--- src/rtl/poisson_spike_encoder_pkg.sv ---
// Shared definitions for the Poisson spike encoder.
// Contents:
//   LFSR_W     - width of the external LFSR register value
//   state_t    - encoder FSM state encoding (3-bit)
//   rnd_slice  - extracts the random comparison value from the LFSR register
package poisson_spike_encoder_pkg;

  localparam int LFSR_W = 16;

  typedef enum logic [2:0] {
    ST_IDLE = 3'd0,
    ST_READ = 3'd1,
    ST_CMP  = 3'd2,
    ST_EMIT = 3'd3,
    ST_DONE = 3'd4
  } state_t;

  // The random value is the top pix_w bits of the LFSR register, right-aligned
  // so it can be compared directly against an unsigned pixel intensity.
  function automatic logic [LFSR_W-1:0] rnd_slice(input logic [LFSR_W-1:0] lfsr_val,
                                                  input int unsigned pix_w);
    return lfsr_val >> (LFSR_W - pix_w);
  endfunction

endpackage

--- src/rtl/poisson_spike_encoder_if.sv ---
// Bus bundle between the spike encoder and its neighbours.
// Groups three channels:
//   pixel read : pix_rd_en, pix_addr (encoder -> memory), pix_data (memory -> encoder, one cycle later)
//   lfsr       : lfsr_shift (encoder -> lfsr), lfsr_out (lfsr -> encoder)
//   spike out  : spike_valid, spike, spike_idx, spike_step, step_done (encoder -> neuron layer),
//                spike_ready (neuron layer -> encoder)
// Modports: master = encoder side, slave = environment side.
interface poisson_spike_encoder_if
  import poisson_spike_encoder_pkg::*;
#(
  parameter int ADDR_W = 10,
  parameter int PIX_W  = 8,
  parameter int STEP_W = 8
);

  logic              pix_rd_en;
  logic [ADDR_W-1:0] pix_addr;
  logic [PIX_W-1:0]  pix_data;
  logic              lfsr_shift;
  logic [LFSR_W-1:0] lfsr_out;
  logic              spike_valid;
  logic              spike_ready;
  logic              spike;
  logic [ADDR_W-1:0] spike_idx;
  logic [STEP_W-1:0] spike_step;
  logic              step_done;

  modport master (
    output pix_rd_en, pix_addr, lfsr_shift,
    output spike_valid, spike, spike_idx, spike_step, step_done,
    input  pix_data, lfsr_out, spike_ready
  );

  modport slave (
    input  pix_rd_en, pix_addr, lfsr_shift,
    input  spike_valid, spike, spike_idx, spike_step, step_done,
    output pix_data, lfsr_out, spike_ready
  );

endinterface

--- src/rtl/poisson_spike_encoder.sv ---
// Poisson (Bernoulli) rate encoder: for each of num_steps timesteps it reads
// every pixel, draws one value from an external LFSR and emits
// spike = (pixel > rnd) on a valid/ready stream.
// Ports:
//   clk, rst   - clock and synchronous active-high reset
//   start      - begin one frame (only honoured in IDLE)
//   num_steps  - timesteps per frame, latched on start
//   busy       - high whenever the FSM is not IDLE
//   done       - one-cycle pulse when the frame completes
//   bus        - master side of the pixel / lfsr / spike bundle
module poisson_spike_encoder
  import poisson_spike_encoder_pkg::*;
#(
  parameter int NUM_PIXELS = 784,
  parameter int PIX_W      = 8,
  parameter int ADDR_W     = 10,
  parameter int STEP_W     = 8
) (
  input  logic                     clk,
  input  logic                     rst,
  input  logic                     start,
  input  logic [STEP_W-1:0]        num_steps,
  output logic                     busy,
  output logic                     done,
  poisson_spike_encoder_if.master  bus
);

  localparam logic [ADDR_W-1:0] LAST_IDX = ADDR_W'(NUM_PIXELS - 1);
  localparam logic [ADDR_W-1:0] IDX_ONE  = ADDR_W'(1);
  localparam logic [STEP_W-1:0] STEP_ONE = STEP_W'(1);

  state_t            state_r;
  state_t            next_state_s;
  logic [ADDR_W-1:0] idx_r;
  logic [STEP_W-1:0] step_r;
  logic [STEP_W-1:0] steps_r;
  logic              spike_r;
  logic              pix_rd_en_r;
  logic              lfsr_shift_r;
  logic              spike_valid_r;
  logic              busy_r;
  logic              done_r;

  logic              hs_s;
  logic              last_idx_s;
  logic              last_step_s;
  logic [LFSR_W-1:0] rnd_s;
  logic [LFSR_W-1:0] pix_ext_s;
  logic              spike_next_s;

  assign hs_s         = spike_valid_r & bus.spike_ready;
  assign last_idx_s   = (idx_r == LAST_IDX);
  assign last_step_s  = (step_r == (steps_r - STEP_ONE));
  assign rnd_s        = rnd_slice(bus.lfsr_out, PIX_W);
  assign pix_ext_s    = LFSR_W'(bus.pix_data);
  assign spike_next_s = (pix_ext_s > rnd_s);

  // FSM state register.
  always_ff @(posedge clk) begin
    if (rst) begin
      state_r <= ST_IDLE;
    end else begin
      state_r <= next_state_s;
    end
  end

  // FSM next-state logic.
  always_comb begin
    next_state_s = state_r;
    case (state_r)
      ST_IDLE: begin
        if (start) begin
          if (num_steps == {STEP_W{1'b0}}) begin
            next_state_s = ST_DONE;
          end else begin
            next_state_s = ST_READ;
          end
        end else begin
          next_state_s = ST_IDLE;
        end
      end
      ST_READ: next_state_s = ST_CMP;
      ST_CMP:  next_state_s = ST_EMIT;
      ST_EMIT: begin
        if (hs_s) begin
          if (last_idx_s && last_step_s) begin
            next_state_s = ST_DONE;
          end else begin
            next_state_s = ST_READ;
          end
        end else begin
          next_state_s = ST_EMIT;
        end
      end
      ST_DONE: next_state_s = ST_IDLE;
      default: next_state_s = ST_IDLE;
    endcase
  end

  // Moore outputs registered from the next state so they are glitch-free and
  // line up exactly with the state they belong to.
  always_ff @(posedge clk) begin
    if (rst) begin
      pix_rd_en_r   <= 1'b0;
      lfsr_shift_r  <= 1'b0;
      spike_valid_r <= 1'b0;
      busy_r        <= 1'b0;
      done_r        <= 1'b0;
    end else begin
      pix_rd_en_r   <= (next_state_s == ST_READ);
      lfsr_shift_r  <= (next_state_s == ST_CMP);
      spike_valid_r <= (next_state_s == ST_EMIT);
      busy_r        <= (next_state_s != ST_IDLE);
      done_r        <= (next_state_s == ST_DONE);
    end
  end

  // Pixel/step counters, latched step count and the registered spike bit.
  always_ff @(posedge clk) begin
    if (rst) begin
      idx_r   <= {ADDR_W{1'b0}};
      step_r  <= {STEP_W{1'b0}};
      steps_r <= {STEP_W{1'b0}};
      spike_r <= 1'b0;
    end else begin
      case (state_r)
        ST_IDLE: begin
          if (start) begin
            steps_r <= num_steps;
            if (num_steps != {STEP_W{1'b0}}) begin
              idx_r  <= {ADDR_W{1'b0}};
              step_r <= {STEP_W{1'b0}};
            end else begin
              idx_r  <= idx_r;
              step_r <= step_r;
            end
          end else begin
            steps_r <= steps_r;
          end
        end
        ST_CMP: begin
          // pix_data arrives this cycle; lfsr_out still holds the value
          // for this pixel because the shift takes effect at this edge.
          spike_r <= spike_next_s;
        end
        ST_EMIT: begin
          if (hs_s) begin
            if (last_idx_s) begin
              idx_r <= {ADDR_W{1'b0}};
              // On the final step the counter holds at steps_r-1.
              if (!last_step_s) begin
                step_r <= step_r + STEP_ONE;
              end else begin
                step_r <= step_r;
              end
            end else begin
              idx_r <= idx_r + IDX_ONE;
            end
          end else begin
            idx_r <= idx_r;
          end
        end
        default: begin
          spike_r <= spike_r;
        end
      endcase
    end
  end

  assign bus.pix_rd_en   = pix_rd_en_r;
  assign bus.pix_addr    = idx_r;
  assign bus.lfsr_shift  = lfsr_shift_r;
  assign bus.spike_valid = spike_valid_r;
  assign bus.spike       = spike_r;
  assign bus.spike_idx   = idx_r;
  assign bus.spike_step  = step_r;
  // step_done must coincide with the accepting handshake, so it is
  // decoded from registered terms rather than registered itself.
  assign bus.step_done   = hs_s & last_idx_s;
  assign busy            = busy_r;
  assign done            = done_r;

endmodule

--- src/flat_wrapper.sv ---
// flat-port wrapper written by rule: the top's interface ports become plain ports
module poisson_spike_encoder_flat import poisson_spike_encoder_pkg::*;
#(
  parameter int NUM_PIXELS = 784,
  parameter int PIX_W      = 8,
  parameter int ADDR_W     = 10,
  parameter int STEP_W     = 8
)
  (clk, rst, start, num_steps, busy, done, bus_pix_rd_en, bus_pix_addr, bus_lfsr_shift, bus_spike_valid, bus_spike, bus_spike_idx, bus_spike_step, bus_step_done, bus_pix_data, bus_lfsr_out, bus_spike_ready);
  poisson_spike_encoder_if #(.ADDR_W(ADDR_W), .PIX_W(PIX_W), .STEP_W(STEP_W)) bus_i ();
  input  logic clk;
  input  logic rst;
  input  logic start;
  input  logic [STEP_W-1:0] num_steps;
  output logic busy;
  output logic done;
  output wire logic [$bits(bus_i.pix_rd_en)-1:0] bus_pix_rd_en;
  output wire logic [$bits(bus_i.pix_addr)-1:0] bus_pix_addr;
  output wire logic [$bits(bus_i.lfsr_shift)-1:0] bus_lfsr_shift;
  output wire logic [$bits(bus_i.spike_valid)-1:0] bus_spike_valid;
  output wire logic [$bits(bus_i.spike)-1:0] bus_spike;
  output wire logic [$bits(bus_i.spike_idx)-1:0] bus_spike_idx;
  output wire logic [$bits(bus_i.spike_step)-1:0] bus_spike_step;
  output wire logic [$bits(bus_i.step_done)-1:0] bus_step_done;
  input wire logic [$bits(bus_i.pix_data)-1:0] bus_pix_data;
  input wire logic [$bits(bus_i.lfsr_out)-1:0] bus_lfsr_out;
  input wire logic [$bits(bus_i.spike_ready)-1:0] bus_spike_ready;
  assign bus_pix_rd_en = bus_i.pix_rd_en;
  assign bus_pix_addr = bus_i.pix_addr;
  assign bus_lfsr_shift = bus_i.lfsr_shift;
  assign bus_spike_valid = bus_i.spike_valid;
  assign bus_spike = bus_i.spike;
  assign bus_spike_idx = bus_i.spike_idx;
  assign bus_spike_step = bus_i.spike_step;
  assign bus_step_done = bus_i.step_done;
  assign bus_i.pix_data = bus_pix_data;
  assign bus_i.lfsr_out = bus_lfsr_out;
  assign bus_i.spike_ready = bus_spike_ready;
  poisson_spike_encoder #(.NUM_PIXELS(NUM_PIXELS), .PIX_W(PIX_W), .ADDR_W(ADDR_W), .STEP_W(STEP_W)) u_core (.clk(clk), .rst(rst), .start(start), .num_steps(num_steps), .busy(busy), .done(done), .bus(bus_i));
endmodule
--- config.mk ---
export PLATFORM = sky130hd
export DESIGN_NAME = poisson_spike_encoder_flat
export DESIGN_NICKNAME = d
export VERILOG_FILES = /design/src/rtl/poisson_spike_encoder_pkg.sv /design/src/rtl/poisson_spike_encoder_if.sv /design/src/rtl/poisson_spike_encoder.sv /design/src/flat_wrapper.sv
export SDC_FILE = /design/constraint.sdc
export NUM_CORES = 1
export LEC_CHECK = 0
export CAP_MARGIN = 15
export CORE_AREA = 2 2 68 70
export CTS_BUF_LIST = sky130_fd_sc_hd__clkbuf_8
export DETAILED_ROUTE_END_ITERATION = 16
export DIE_AREA = 0 0 70 72
export GPL_TIMING_DRIVEN = 0
export PLACE_DENSITY = 0.86
export SLEW_MARGIN = 25
export SYNTH_ARGS = -nofsm -noshare
export SYNTH_HDL_FRONTEND = slang
export SYNTH_SLANG_ARGS = --single-unit
--- constraint.sdc ---
create_clock -name clk -period 6.6 [get_ports clk]
set_input_delay 1.32 -clock clk [delete_from_list [all_inputs] [get_ports clk]]
set_output_delay 1.32 -clock clk [all_outputs]
set_load 0.005 [all_outputs]
; ---- After elaboration in Yosys (flattened, before gate mapping)
; Cells that the tools add are included.
[classes]
n_addsub = 3
n_lt_le_gt_ge = 1
n_eq_ne = 14
mux = 16
bitwise_logic = 2
n_reduce_logical = 9
[ops]
columns = op, count
row1 = 10-bit two-way mux, 4
row2 = 8-bit two-way mux, 5
row3 = 10-bit one-hot mux with 2 select lines, 1
row4 = 8-bit one-hot mux with 2 select lines, 1
row5 = 3-bit by 2-bit == test with 1-bit output (second input constant), 4
row6 = 3-bit two-way mux, 4
row7 = 3-bit one-hot mux with 4 select lines, 1
row8 = 10-bit by 1-bit adder with 10-bit output (second input constant), 1
row9 = 10-bit == test (second input constant), 1
row10 = 8-bit by 1-bit adder with 8-bit output (second input constant), 1
row11 = 8-bit == test, 1
row12 = 8-bit greater-than comparator, 1
row13 = 8-bit logical NOT, 1
row14 = 8-bit nonzero test, 1
row15 = 8-bit by 1-bit subtractor with 8-bit output (second input constant), 1
row16 = 3-bit by 1-bit == test with 1-bit output (second input constant), 2
row17 = 2-bit by 1-bit inequality test with 1-bit output (second input constant), 3
row18 = 6-bit AND reduction, 1
row19 = 2-bit inequality test (second input constant), 2
row20 = 4-bit AND reduction, 1
row21 = 3-bit == test (second input constant), 1
row22 = 3-bit logical NOT, 1
row23 = 3-bit nonzero test, 1
row24 = 1-bit bitwise AND, 2
row25 = other kinds (3), 3
[word_totals]
regBits = 35
elab_cells = 55

; ---- Logic depth before layout (Yosys ltp)
; Gate-level depths: netlist of the first run.
[logic_depth]
ltp_word = 7
depth_mapped = 9

; ---- Least setup slack after synthesis of the first run
; Ideal clock, no wire load.
[synth_timing]
kind = input-to-output
startpoint = input port bus_spike_ready
endpoint = output port bus_step_done
arrival_ns = 1.513
required_time_ns = 5.280
path_slack_ns = 3.767
path_stages = 2
n_path_buf = 0
path_cell_list = nand2_1 -> nor2_1
[synth_between]
elab_chain_len = 2
[synth_rtl]
columns = item, line_no
row1 = "start, declared", flat_wrapper.sv:27  ; input wire logic [$bits(bus_i.spike_ready)-1:0] bus_spike_ready;
row2 = 1-bit bitwise AND, poisson_spike_encoder.sv:51  ; assign hs_s = spike_valid_r & bus.spike_ready;
row3 = 1-bit bitwise AND, poisson_spike_encoder.sv:179  ; assign bus.step_done = hs_s & last_idx_s;
row4 = "end, declared", flat_wrapper.sv:24  ; output wire logic [$bits(bus_i.step_done)-1:0] bus_step_done;
; No other way between the ends.

; ---- Final worst setup path of the first run
; Same ends and word-level chain as after synthesis.

==> metrics.cfg, run 1 <==
[clocking]
cts_tree=done
path_clk_slew_ns=0.07
post_cts_buffers=0
post_cts_resized=0
clock-sinks=35
ctsHoldBuffers=0
root_buffer=clkbuf_8
cts_buffers=5
cts_max_path_buffers=2
clock_latency_ns=0.29
htree_num_levels=2

[detailed_routing]
drt_pre_antenna_iters=4
wl_met3_um=234
routed_wl_um=4710
wl_met1_um=2110
route.met2.wl_um=2310
wl_per_cell_um=12.2
ant_nets=0
top_layer=met4
drt-initial-drc-count=82
drcViolationCount=0
vias=2039
via_per_inst=5.30

[floorplanning]
dieWidth_um=70
fp-row-count=24
core_area_um2=4260
io_pins=71
die_area_um2=5040
die_y_um=72
start_util_pct=50.1

[synthesis]
synthTopCellsByArea=dfxtp_1, nand2_1, ha_1
seq_area_frac_synth_pct=32.8
synth_warnings=0
netlist_instances=263
synth_top_area_share_pct=32.8
synth_edf_count=0
async_flop_share_pct=0
synth_seq_cells=35
synth_ff_type=dfxtp_1
ys_types=46
syn_nets=310
avgSynthCellArea_um2=8.12
synth_area_leader_cell=dfxtp_1
synth_area_um2=2140

[worst_setup_path]
r2r_end=u_core.bus.spike_step[6]
critical_path_class=in2out
ff2ff_path_depth=7
cp.arrival_ns=2.64
endpoint_kind=output pin
r2r_start=u_core.bus.pix_addr[0]
cp.required_ns=5.28
cp-start-kind=input port
path_max_fanout=3
reg2reg_slack_ns=4.34

[final_layout]
n_antenna_cell=0
num-fill-cells=356
instances_no_fill=385
nets=379
layout-drive-gt1-share_pct=9.61
area_growth_pct=36.8

[sta]
final.min_clock_period_ns=3.96
worst_slew_pin_slew_ns=0.583
final-max-slew-violation-count=0
setup_tns_ns=0
setup_ws_ns=2.64
max-slew-margin-rel_pct=60.1
finalHoldWorstSlack_ns=0.454
fmax_ghz=0.252
setup_viol=0
hold_violations=0
skew_ns=0.00715
post-route-period-util_pct=60.0
rsz0062_at_grt=no

[power_and_ir_drop]
p_int_mw=0.363
power.density_nw_per_um2=169
pwr-share-clk_pct=34.7
leakage_nw=1.10
pwr-share-seq_pct=45.8
p_comb_share_pct=19.5
power_switching_mw=0.130
ir_worst_vdd_uv=97.2
p_sw_share_pct=26.4

[place]
dpl.cell_count=377
portBuffers=62
place_congestion=0.790
dpl_worst_slack_ns=2.66
hpwl_um=3630

[run]
cap_violations=0

[status]
status=completed

[min_path]
whs_path_depth=2
hold_class=reg2reg
min-delay-start=u_core.bus.spike
worstHoldEndpoint=u_core.bus.spike

[global_route]
gr-total-overflow=0
grt_pass1_wl_um=7870
antenna_found_initial=0
track_usage_pct=19.2
grt_pass1_vias=1844
grt_start_max_net_pins=11

==> area by class of cell <==
type | count | area [µm²] | area share (%)
multi-input cells | 201 | 1280 | 44.0
flip-flops and latches | 35 | 701 | 24.0
repair buffers | 62 | 621 | 21.2
plain buffers | 16 | 109 | 3.73
clock buffers | 7 | 96.3 | 3.30
well taps | 52 | 65.1 | 2.23
inverters | 11 | 41.3 | 1.41
clock inverters | 1 | 3.75 | 0.128
==> per-layer routing <==
layer | vias to the layer above | track usage [%]
li1 | 1058 | -
met1 | 930 | 22.5
met2 | 44 | 34.8
met3 | 7 | 5.14
met4 | 0 | 5.56
met5 | - | 0
==> power by group through the flow <==
stage                     Clock, mW  Combinational, mW  Sequential, mW
after floorplan                   0             0.0623           0.229
after global placement            0             0.0944           0.230
after detailed placement          0             0.0961           0.230
final                         0.171             0.0963           0.226
after global routing          0.182              0.107           0.227
after CTS                     0.172             0.0967           0.225
==> worst max-delay path, stage by stage <==
cell	delay [ns]
clkdlybuf4s50_1	0.51
nand2_1	0.08
nor2_1	0.19
clkdlybuf4s50_1	0.54
==> registers in the layout (all words and copies together), names as in the netlist <==
| signal | cells |
|---|---|
| u_core.bus.lfsr_shift | 1 |
| u_core.bus.pix_addr | 10 |
| u_core.bus.pix_rd_en | 1 |
| u_core.bus.spike | 1 |
| u_core.bus.spike_step | 8 |
| u_core.bus.spike_valid | 1 |
| u_core.busy | 1 |
| u_core.done | 1 |
| u_core.state_r | 3 |
| u_core.steps_r | 8 |
==> worst max-delay path by stage <==
stage	from	to	slack, ns	depth (start not counted)
2_1_floorplan	bus_spike_ready	bus_step_done	3.77	2
3_3_place_gp	bus_spike_ready	bus_step_done	2.66	4
3_5_place_dp	bus_spike_ready	bus_step_done	2.66	4
4_1_cts	bus_spike_ready	bus_step_done	2.65	4
5_1_grt	bus_spike_ready	bus_step_done	2.59	4
6_report	bus_spike_ready	bus_step_done	2.64	4
==> per-stage QoR <==
step | power (mW) | utilization (%) | cell area, µm²
6_report | 0.493 | 68.5 | 2920
3_5_place_dp | 0.326 | 66.2 | 2820
2_1_floorplan | 0.291 | - | 2140
3_3_place_gp | 0.324 | 66.2 | 2820
4_1_cts | 0.494 | 68.5 | 2920
5_1_grt | 0.516 | 68.5 | 2920
==> synth_stat cells, types with 2 or more instances <==
| cell type | n |
|---|---|
| or3_1 | 4 |
| xnor2_1 | 10 |
| o21a_1 | 3 |
| nand3_1 | 8 |
| a31oi_1 | 7 |
| inv_1 | 11 |
| nor4_1 | 5 |
| a21oi_2 | 6 |
| ha_1 | 11 |
| nor3_1 | 6 |
| nor2_1 | 21 |
| and2_1 | 3 |
| dfxtp_1 | 35 |
| xor2_1 | 3 |
| and3_1 | 3 |
| nor2b_1 | 4 |
| mux2i_1 | 9 |
| and3b_1 | 2 |
| o21ai_0 | 4 |
| nand4_1 | 6 |
| a311oi_1 | 2 |
| nand2b_1 | 8 |
| clkbuf_1 | 4 |
| buf_4 | 11 |
| nand2_1 | 40 |
| a21oi_1 | 14 |
| a21o_1 | 4 |
==> layout by cell type, fill, tap and decap left out, types with 8 or more instances in the layout <==
master,Yosys,layout
clkdlybuf4s50_1,0,62
nand2_1,40,40
dfxtp_1,35,35
nor2_1,21,21
a21oi_1,14,14
inv_1,11,12
buf_4,11,11
ha_1,11,11
xnor2_1,10,10
mux2i_1,9,9
nand3_1,8,8
nand2b_1,8,8
==> kinds of logic (layout without fill, tap and decap cells) <==
kind of cell	Yosys count	in the layout	share of synthesized area, %
flops	35	35	32.8
xor+xnor	13	13	5.33
mux	9	9	4.22
compound gates	50	50	16.1
fa+ha+maj	11	11	6.44
buf+inv	27	97	7.03
simple gates	118	118	28.1
Power figures use the tool's default switching activity.
==> inputs of run 2 (changes only) <==
CORE_AREA = 2 2 71 73   (was 2 2 68 70)
DIE_AREA = 0 0 73 75   (was 0 0 70 72)
PLACE_DENSITY = 0.8   (was 0.86)
clock period = 3.92 ns   (was 6.6 ns; I/O delays follow)
==> metrics.cfg, run 2 (synthesized netlist as in run 1, its figures left out) <==
[status]
status=completed  ; unchanged

[place]
portBuffers=62  ; unchanged
place_congestion=0.837  ; was 0.790
dpl.cell_count=379  ; was 377
hpwl_um=3910  ; was 3630 µm

[sta]
max-slew-margin-rel_pct=55.4  ; was 60.1%
skew_ns=0.00663  ; was 0.00715 ns
final-max-slew-violation-count=0  ; unchanged
setup_viol=0  ; unchanged
worst_slew_pin_slew_ns=0.652  ; was 0.583 ns
final.min_clock_period_ns=2.94
fmax_ghz=0.340
rsz0062_at_grt=no  ; unchanged
setup_tns_ns=0  ; unchanged
hold_violations=0  ; unchanged
post-route-period-util_pct=75.0

[detailed_routing]
routed_wl_um=4980  ; was 4710 µm
ant_nets=0  ; unchanged
drcViolationCount=0  ; unchanged
vias=2090  ; was 2039
drt_pre_antenna_iters=4  ; unchanged
drt-initial-drc-count=129  ; was 82
wl_per_cell_um=12.9  ; was 12.2 µm
via_per_inst=5.40  ; was 5.30

[floorplanning]
die_y_um=75  ; was 72 µm
fp-row-count=25  ; was 24
io_pins=71  ; unchanged
start_util_pct=45.8  ; was 50.1%
die_area_um2=5480  ; was 5040 µm²
core_area_um2=4660  ; was 4260 µm²
dieWidth_um=73  ; was 70 µm

[clocking]
clock_latency_ns=0.29  ; about the same
cts_buffers=5  ; unchanged
root_buffer=clkbuf_8  ; unchanged
path_clk_slew_ns=0.07  ; about the same
cts_max_path_buffers=2  ; unchanged
cts_tree=done  ; unchanged
htree_num_levels=2  ; unchanged
post_cts_buffers=0  ; unchanged
post_cts_resized=0  ; unchanged
ctsHoldBuffers=0  ; unchanged
clock-sinks=35  ; unchanged

[worst_setup_path]
critical_path_class=reg2out  ; was in2out
cp-start-kind=flip-flop  ; was input port
path_max_fanout=6  ; was 3
cp.required_ns=3.14  ; was 5.28 ns
cp.arrival_ns=2.16  ; was 2.64 ns
endpoint_kind=output pin  ; unchanged

[global_route]
grt_start_max_net_pins=11  ; unchanged
track_usage_pct=19.1  ; was 19.2%
antenna_found_initial=0  ; unchanged
gr-total-overflow=0  ; unchanged
grt_pass1_vias=1922  ; was 1844
grt_pass1_wl_um=8180  ; was 7870 µm

[final_layout]
layout-drive-gt1-share_pct=9.31  ; was 9.61%
largest_reg_flops=10  ; unchanged
area_growth_pct=36.0  ; was 36.8%
nets=379  ; unchanged
instances_no_fill=387  ; was 385
n_antenna_cell=0  ; unchanged
mostFrequentLayoutCell=clkdlybuf4s50_1  ; unchanged
num-fill-cells=404  ; was 356
layout_common_cells=clkdlybuf4s50_1, nand2_1, dfxtp_1, nor2_1, a21oi_1  ; unchanged

[run]
cap_violations=0  ; unchanged

[min_path]
hold_class=reg2reg  ; unchanged

[power_and_ir_drop]
leakage_nw=1.10  ; about the same
ir_worst_vdd_uv=135  ; was 97.2 µV
power.density_nw_per_um2=273  ; was 169 nW/µm²

-- run 2: cell types whose count changed in the layout (fill, tap and decap cells not counted), sizes merged --
| cell | previous run | this run |
|---|---|---|
| clkinv | 0 | 1 |
| clkbuf | 11 | 9 |
| inv | 12 | 13 |
-- run 2: power breakdown --
| group | total (mW) | switching (mW) | internal, mW | leakage (nW) |
|---|---|---|---|---|
| Clock | 0.248 | 0.128 | 0.119 | 0.0505 |
| Sequential | 0.381 | 0.0134 | 0.367 | 0.284 |
| Combinational | 0.164 | 0.0791 | 0.0854 | 0.762 |
-- run 2: final timing paths --
| path | from | end | slack (ns) | depth (start not counted) |
|---|---|---|---|---|
| hold reg to reg | u_core.bus.spike | u_core.bus.spike | 0.46 | 2 |
| setup reg to reg | u_core.steps_r[0] | u_core.bus.pix_rd_en | 1.52 | 8 |
| setup / recovery | u_core.bus.pix_addr[0] | bus_step_done | 0.98 | 5 |
| hold / removal | u_core.bus.spike | u_core.bus.spike | 0.46 | 2 |
-- run 2: area by class of cell --
cell class	count	area [µm²]	share of cell area, %
Sequential cell	35	701	24.1
Multi-Input combinational cell	201	1280	44.2
Buffer	16	109	3.75
Inverter	11	41.3	1.42
Tap cell	54	67.6	2.33
Timing Repair Buffer	62	621	21.4
Clock buffer	5	68.8	2.37
Clock inverter	3	12.5	0.431
-- run 2: per-layer routing --
metal	global-route usage [%]	vias to the layer above	wire length [µm]
met5	0	-	0
met4	10.1	0	124
met3	5.35	12	280
met2	31.2	62	2340
met1	22.9	962	2240
li1	-	1054	-
-- run 2: critical path: stages (launching register included) --
cell and delay (ns):
dfxtp_1 0.45, ha_1 0.20, and3_1 0.21, nand4b_1 0.24
nor2_1 0.24, clkdlybuf4s50_1 0.54
-- run 2: through the flow --
step	setup WS (ns)	power (mW)	instance area (µm²)	hold WS [ns]	util [%]
final	0.978	0.793	2910	0.458	62.3
after global placement	1.01	0.548	2820	0.442	60.6
after global routing	0.823	0.830	2910	0.473	62.3
after detailed placement	1.02	0.553	2820	0.452	60.6
after floorplan	1.82	0.491	2140	0.450	-
after CTS	0.983	0.797	2910	0.460	62.3
==> RTL edit (flow settings as in run 2) <==
Reset style: asynchronous (`rst`), changed in 3 clocked blocks. Comments in the files are not updated.
--- a/src/rtl/poisson_spike_encoder.sv
+++ b/src/rtl/poisson_spike_encoder.sv
@@ -57,5 +57,5 @@
 
   // FSM state register.
-  always_ff @(posedge clk) begin
+  always_ff @(posedge clk or posedge rst) begin
     if (rst) begin
       state_r <= ST_IDLE;
@@ -100,5 +100,5 @@
   // Moore outputs registered from the next state so they are glitch-free and
   // line up exactly with the state they belong to.
-  always_ff @(posedge clk) begin
+  always_ff @(posedge clk or posedge rst) begin
     if (rst) begin
       pix_rd_en_r   <= 1'b0;
@@ -117,5 +117,5 @@
 
   // Pixel/step counters, latched step count and the registered spike bit.
-  always_ff @(posedge clk) begin
+  always_ff @(posedge clk or posedge rst) begin
     if (rst) begin
       idx_r   <= {ADDR_W{1'b0}};
Function: differs if rst is asserted again (counterexample within 4 cycles, from zero or initial values and one cycle with rst high); with rst held inactive, the same outputs for 10 cycles.
==> RTL edit against run 2 <==
Final area is 1.5% higher; worst setup slack worse by 0.20 ns; sequential cell count stayed put; count of clock-buffer cells in the layout is 2 higher; utilization is 0.94 points higher; area after synthesis is 1.2% higher; routed wire length is 4.2% lower; die area stayed put; critical path depth is 2 higher; highest routed layer unchanged.
Power is not compared: it rests on default switching activity, and its combinational part moved more than twofold at a synthesized area within 25%.
==> RTL edit: results (changes against run 2) <==
outcome:
  status: "complete, no violations"
synth:
  synthFlopType: "dfrtp_1"
  synth_area_leaders: "dfrtp_1 41%, ha_1 6.4%, xnor2_1 4.1%"
  seq_area_frac_synth_pct: 40.5  # +7.7 points
  synth_fp_nets: 275  # -11%
  synth.distinct_cells: 48  # +4.3%
finish:
  clkbuf_count: 7  # +2
  clk_share_pct: 3.39  # +0.59 points
  fin_nets: 344  # -9.2%
  design.seq.count: 35  # unchanged
  layout.non_clock_inverters: 14  # +3
  buffers_excl_clock: 77  # -1.3%
  seq-cell-share_pct: 29.7  # +5.6 points
  nMultiInputCombCells: 164  # -18%
  fillCellCount: 394  # -2.5%
worst_setup_path:
  crit_family: "compound AO/OA/AOI/OAI gates"
  critical-path-slowest-cell: "or4_1"
  r2r-end: "u_core.bus.spike_step[7]$_DFFE_PP0P_"
  reg2reg_depth: 7  # -1
  r2r-start: "u_core.state_r[1]$_DFF_PP0_"
  cp_slowest_stage_delay_ns: 0.58  # +0.04 ns
global_routing:
  grt_start_max_net_pins: 36  # +25
  grt_usage_pct: 19.0  # -0.13 points
  grt_pass1_vias: 1808  # -5.9%
routing:
  vias_per_cell: 5.34  # -1.1%
  drt-total-wl_mm: 4.78  # -4.2%
  vias: 1881  # -10%
placement:
  routabilityCongestion: 0.859  # +2.6%
## RTL edit: changes by cell type after synthesis, sizes merged, moves of 7 or more
cell and change:
mux2 +7, a21oi -14, dfxtp -35, dfrtp +35
o21ai +9, nand2 -21
## RTL edit: where the power goes
group          switching [mW]  internal (mW)  total, mW
combinational           0.309          0.396      0.705
clock                   0.123          0.158      0.280
sequential              0.118          0.464      0.583
total                   0.550           1.02       1.57
## RTL edit: cell families after synthesis
kind of cell | Yosys count | share of synthesized area (%)
and+or+nand+nor | 87 | 22.5
AOI/OAI and AO/OA | 40 | 12.2
DFF | 35 | 40.5
buffers and inverters | 29 | 6.83
xor gates and xnor gates | 15 | 6.08
muxes | 11 | 5.50
adders and majority gates | 11 | 6.37
## RTL edit: worst min-delay path by stage
stage | from | slack [ns] | cells after the start | end
floorplan | u_core.bus.spike$_DFFE_PP0P_ | 0.50 | 1 | u_core.bus.spike$_DFFE_PP0P_
global placement | u_core.bus.spike$_DFFE_PP0P_ | 0.50 | 1 | u_core.bus.spike$_DFFE_PP0P_
detailed placement | u_core.bus.spike$_DFFE_PP0P_ | 0.51 | 1 | u_core.bus.spike$_DFFE_PP0P_
CTS | u_core.bus.spike$_DFFE_PP0P_ | 0.53 | 1 | u_core.bus.spike$_DFFE_PP0P_
global route | u_core.bus.spike$_DFFE_PP0P_ | 0.55 | 1 | u_core.bus.spike$_DFFE_PP0P_
finish | u_core.bus.spike$_DFFE_PP0P_ | 0.52 | 1 | u_core.bus.spike$_DFFE_PP0P_
## RTL edit: metal layers
layer  GRT usage, %  wire length (µm)  vias to the layer above
met1           25.3              2170                      894
met5              0                 0                        -
li1               -                 -                      945
met2           31.2              2390                       36
met4           6.17                65                        0
met3           3.75               144                        6
